--- src/rtl/pipeline_stall_ctrl.sv ---
// rtl/pipeline_stall_ctrl.sv - stall/flush sequencer for the 5-stage pipeline
module pipeline_stall_ctrl #(
    parameter int DMEM_TIMEOUT = 64,
    parameter int CNT_W        = 16
) (
    input  logic             i_clk,
    input  logic             i_rst,
    input  logic             i_load_use_stall,
    input  logic             i_redirect_ex,
    input  logic [31:0]      i_target_ex,
    input  logic             i_redirect_id,
    input  logic [31:0]      i_target_id,
    input  logic             i_imem_ready,
    input  logic             i_dmem_req_mem,
    input  logic             i_dmem_ready,
    output logic             o_pc_we,
    output logic             o_pc_sel,
    output logic [31:0]      o_pc_target,
    output logic             o_if_id_we,
    output logic             o_if_id_flush,
    output logic             o_id_ex_we,
    output logic             o_id_ex_flush,
    output logic             o_ex_mem_we,
    output logic             o_mem_wb_we,
    output logic             o_mem_wb_flush,
    output logic             o_redirect_pend,
    output logic             o_halted,
    output logic             o_bus_err,
    output logic [CNT_W-1:0] o_stall_cycles
);
    localparam int DW = $clog2(DMEM_TIMEOUT);

    typedef enum logic [1:0] {S_RUN, S_PEND, S_HALT} state_t;

    state_t            r_state;
    state_t            w_state_nxt;
    logic [31:0]       r_pend_target;
    logic [31:0]       w_pend_nxt;
    logic [DW-1:0]     r_dwait_cnt;
    logic [CNT_W-1:0]  r_stall_cycles;
    logic              r_bus_err;
    logic              w_mem_stall;
    logic              w_dwait_run;
    logic              w_timeout;
    logic [31:0]       w_tgt;

    assign w_mem_stall     = i_dmem_req_mem & ~i_dmem_ready;
    assign w_tgt           = i_redirect_ex ? i_target_ex : i_target_id;
    assign o_redirect_pend = (r_state == S_PEND);
    assign o_halted        = (r_state == S_HALT);
    assign o_bus_err       = r_bus_err;
    assign o_stall_cycles  = r_stall_cycles;

    always_comb begin
        o_pc_we        = 1'b1;
        o_pc_sel       = 1'b0;
        o_pc_target    = '0;
        o_if_id_we     = 1'b1;
        o_if_id_flush  = 1'b0;
        o_id_ex_we     = 1'b1;
        o_id_ex_flush  = 1'b0;
        o_ex_mem_we    = 1'b1;
        o_mem_wb_we    = 1'b1;
        o_mem_wb_flush = 1'b0;
        w_state_nxt    = r_state;
        w_pend_nxt     = r_pend_target;
        w_dwait_run    = 1'b0;
        w_timeout      = 1'b0;
        if (i_rst) begin
            {o_pc_we, o_if_id_we, o_id_ex_we, o_ex_mem_we, o_mem_wb_we} = '0;
            {o_if_id_flush, o_id_ex_flush, o_mem_wb_flush}               = '1;
        end else if (r_state == S_HALT) begin
            {o_pc_we, o_if_id_we, o_id_ex_we, o_ex_mem_we, o_mem_wb_we} = '0;
        end else if (w_mem_stall) begin
            {o_pc_we, o_if_id_we, o_id_ex_we, o_ex_mem_we, o_mem_wb_we} = '0;
            o_mem_wb_flush = 1'b1;
            w_dwait_run    = 1'b1;
            if (r_dwait_cnt == DW'(DMEM_TIMEOUT - 1)) begin
                w_timeout   = 1'b1;
                w_state_nxt = S_HALT;
            end
        end else if (i_load_use_stall) begin
            o_pc_we       = 1'b0;
            o_if_id_we    = 1'b0;
            o_id_ex_flush = 1'b1;
        end else if (r_state == S_RUN && (i_redirect_ex || i_redirect_id)) begin
            o_if_id_flush = 1'b1;
            o_id_ex_flush = i_redirect_ex;
            if (i_imem_ready) begin
                o_pc_sel    = 1'b1;
                o_pc_target = w_tgt;
            end else begin
                o_pc_we     = 1'b0;
                w_pend_nxt  = w_tgt;
                w_state_nxt = S_PEND;
            end
        end else if (r_state == S_PEND) begin
            // The fetch in flight belongs to the wrong path; wait it out, then jump.
            o_if_id_flush = 1'b1;
            if (i_redirect_ex) begin
                o_id_ex_flush = 1'b1;
                w_pend_nxt    = i_target_ex;
            end
            if (i_imem_ready) begin
                o_pc_sel    = 1'b1;
                o_pc_target = i_redirect_ex ? i_target_ex : r_pend_target;
                w_state_nxt = S_RUN;
            end else begin
                o_pc_we = 1'b0;
            end
        end else if (!i_imem_ready) begin
            o_pc_we       = 1'b0;
            o_if_id_flush = 1'b1;
        end
    end

    always_ff @(posedge i_clk) begin
        if (i_rst) begin
            r_state        <= S_RUN;
            r_pend_target  <= '0;
            r_dwait_cnt    <= '0;
            r_stall_cycles <= '0;
            r_bus_err      <= 1'b0;
        end else begin
            r_state       <= w_state_nxt;
            r_pend_target <= w_pend_nxt;
            r_dwait_cnt   <= w_dwait_run ? r_dwait_cnt + DW'(1) : '0;
            r_bus_err     <= w_timeout;
            if (r_state != S_HALT && !o_pc_we && r_stall_cycles != '1)
                r_stall_cycles <= r_stall_cycles + CNT_W'(1);
        end
    end
endmodule
--- config.mk ---
export PLATFORM = sky130hd
export DESIGN_NAME = pipeline_stall_ctrl
export DESIGN_NICKNAME = d
export VERILOG_FILES = /design/src/rtl/pipeline_stall_ctrl.sv
export SDC_FILE = /design/constraint.sdc
export NUM_CORES = 1
export LEC_CHECK = 0
export ABC_AREA = 0
export CAP_MARGIN = 15
export CORE_MARGIN = 8
export CORE_UTILIZATION = 35
export CTS_BUF_LIST = sky130_fd_sc_hd__clkbuf_4 sky130_fd_sc_hd__clkbuf_8
export CTS_CLUSTER_SIZE = 20
export DETAILED_ROUTE_END_ITERATION = 12
export PLACE_DENSITY = 0.69
export RECOVER_POWER = 25
export SETUP_SLACK_MARGIN = 0.1
export SYNTH_ARGS = -nofsm -noshare
export SYNTH_HDL_FRONTEND = slang
export SYNTH_SLANG_ARGS = --single-unit
export TNS_END_PERCENT = 20
--- constraint.sdc ---
create_clock -name i_clk -period 3.1 [get_ports i_clk]
set_clock_uncertainty 0.1 [all_clocks]
set_input_delay 0.62 -clock i_clk [delete_from_list [all_inputs] [get_ports i_clk]]
set_output_delay 0.62 -clock i_clk [all_outputs]
set_load 0.005 [all_outputs]
==> impl_results.md <==
- Status: completed
- Vias in the first global route: 4370
- Most frequent cells in the layout: clkdlybuf4s50_1, dfxtp_1, a21oi_1
- Initial DRC count: 342
- GR Layer Usage met1: 23.2%
- Drt wl/cell: 17.3 um
- Via count: 4521
- Pre-antenna DRT Iters: 5
- Unique masters post-synth: 47
- Final period util: 95.6%
- RSZ-0062 raised after global routing: false
- Worst Hold Class: flip-flop to flip-flop
- TritonCTS clock tree: done
- Post-detail-place hpwl: 9.84 mm
- Critical path's top delay family: buffers and inverters
- Worst Path Class, Setup: primary input to primary output
- Core area: 0.0109 mm^2
- Final hold slack: 0.357 ns
- Mapped Area: 0.00394 mm^2
- First-pass GRT wire length: 22.1 mm
- # hold bufs at CTS: 0
- GRT Max-Usage Layer: met2
- CTS Buffer Depth: 2
- Clock network power share: 33.7%
- WP data arrival: 2.24 ns
- Worst path bufs/invs: 3
- Clk slew on worst S/H paths: 0.07 ns
- DR DRC count: 0
- Clk sinks: 57
- Maximum vdd drop: 0.190 mV
- F_max: 338 MHz
- Commonest register cell after synthesis: dfxtp_1
- Power Total: 2130 uW
- CP endpoint kind: primary output
- Finish-stage setup viols: 0
- Worst Path Required: 2.38 ns
- DRT antenna net count: 0
- Starting density of the core: 36.2%
- Share of layout cells above drive strength 1: 13.4%
- Clk Latency, worst-skew pair: 0.34 ns
- GR Layer Usage met2: 29.0%
- Die Y: 122 um
- Cell Chain, Critical Path: clkdlybuf4s50_1, or3b_4, buf_4, nor3_2, dlygate4sd2_1
- Pint: 1470 uW
- Rel. slew slack: 45.4%
- Synth Instances: 537
- Wirelength, routed: 13.9 mm
- Switch Pwr: 660 uW
- Vias/cell: 5.61
- Num CTS Buffers: 9
- Pwr Density: 359 mW/mm^2
- Most common cell after layout, fill and taps aside: clkdlybuf4s50_1
- GPL Wtd Cong: 0.820
- Avg Cell Area, Syn: 7.33 um^2
- Crit Path Max Fanout: 5
- Switching Fraction: 31.0%
- Pin slew with the least headroom to its limit: 0.815 ns
- Max Cap Violations: 0
- Number of core rows: 38
- GR Layer Usage met3: 4.81%
- Initial antenna violation count: 0
- IO Count: 132
- Post-synth ARST share: 0%
- Combinational Power Share: 28.7%
- Seq pwr share: 37.6%
- Final TNS setup: 0 ns
- PortBufs: 131
- Syn Nets: 611
- Startpoint types: primary input
- Register area share after synthesis: 29.0%
- Crit path time final: 2.96 ns
- Max H-tree Level: 3
- Die area: 0.0149 mm^2
- Synthesis Warnings: 0
- CTS Root Cell: clkbuf_8
- Critical Path Slowest Stage Cell: clkdlybuf4s50_1
- Grt ovf: 0
- Worst stage delay on the critical path: 0.47 ns
- Post-route setup slack: 0.138 ns
- Die W: 122 um
- Count of pins over their slew limit: 0
- Seq cells post-synth: 57
- Diode count: 0
- All-layer global routing usage: 18.0%
- Fin. Hold Viols: 0
- Leak: 0.00235 uW
- Post-synth EDFFs: 0
- Nets@finish: 735
- Largest net degree at the start of global routing: 63
- Layout area overhead: 50.4%
- Worst slack, placed: -0.261 ns
==> tightest hold or removal path, stage by stage (launching register included) <==
cell	delay, ns
dfxtp_1	0.31
inv_1	0.05
a211oi_1	0.05
==> through the flow <==
step | area [um^2] | utilization (%) | cells
after floorplan | 3940 | - | 537
after global placement | 5530 | 50.8 | 782
after detailed placement | 5530 | 50.8 | 782
after CTS | 5760 | 52.9 | 799
after global routing | 5920 | 54.4 | 806
final | 5920 | 54.4 | 806
==> path summary, 6_finish.rpt <==
path                     startpoint                 to  slack, ns  depth (start not counted)
hold reg to reg    r_pend_target[1]   r_pend_target[1]       0.36                          2
hold / removal     r_pend_target[1]   r_pend_target[1]       0.36                          2
setup reg to reg  o_stall_cycles[0]  o_stall_cycles[8]       0.59                          5
setup / recovery       i_imem_ready           o_pc_sel       0.14                          5
==> synth_stat cells (2+ instances only) <==
library cell	n	share of area, %
a21o_1	4	0.76
a21oi_1	46	5.8
a21boi_0	2	0.38
nor3_1	37	4.7
nor2_1	47	4.5
nand3_1	43	5.5
a32oi_1	32	7.1
inv_1	38	3.6
or2_2	2	0.32
a2bb2oi_1	31	6.9
dfxtp_1	57	29
nand4_1	3	0.48
o31ai_1	8	1.5
buf_2	6	0.76
and4_1	2	0.45
a211oi_1	31	5.9
o21ai_0	4	0.51
a2111o_1	2	0.57
mux2_2	2	0.57
ha_1	2	0.64
o41ai_1	3	0.67
buf_4	2	0.38
xor2_1	3	0.67
nor4_1	4	0.64
clkbuf_1	49	4.7
and3_1	3	0.48
or3b_2	2	0.45
or4b_1	3	0.76
or4_1	6	1.1
nor2b_1	5	0.79
nand2b_1	34	5.4
or3_1	3	0.48
nand2_1	5	0.48
buf_1	3	0.29
==> cells by family (layout without fill, tap and decap cells) <==
family                   count (synthesis)  count (layout)  synth area share [%]
AND/OR/NAND/NOR                        202             202                  27.1
XOR/XNOR                                 4               4                 0.890
multiplexers                             2               2                 0.572
buffers and inverters                   99             228                  9.82
adder cells (fa/ha/maj)                  2               2                 0.636
AO/OA/AOI/OAI                          171             171                  32.0
flip-flops                              57              57                  29.0
==> power by group through the flow <==
stage	clock network, uW	logic, uW	registers [uW]
after global placement	0	575	814
final	716	611	801
after detailed placement	0	582	815
after floorplan	0	323	808
after CTS	734	589	799
after global routing	764	664	807
==> per-layer routing <==
layer  vias up  share of wire (%)
met5         -                  0
met4         0               0.96
met3        14                8.4
met2       154                 46
met1      2109                 45
li1       2244                  -
==> state kept, by name (all words and copies together) (netlist names) <==
signal	flops
r_dwait_cnt	6
r_pend_target	32
o_stall_cycles	16
r_state	2
o_bus_err	1
==> area by class of cell <==
type	instances	area, um^2
fill	1035	4970
multi-input combinational	381	2530
timing repair buffer	173	1730
sequential	57	1140
tap	140	175
inverter	39	146
clock buffer	9	124
clock inverter	7	78.8
==> what timing repair did <==
item	CTS	global route
gates resized for setup	38	24
endpoints found under the hold margin	0	0
cloned	1	0
buffers inserted	0	7
setup endpoints to repair	39	33
pin swaps	0	1
Power figures use the tool's default switching activity.
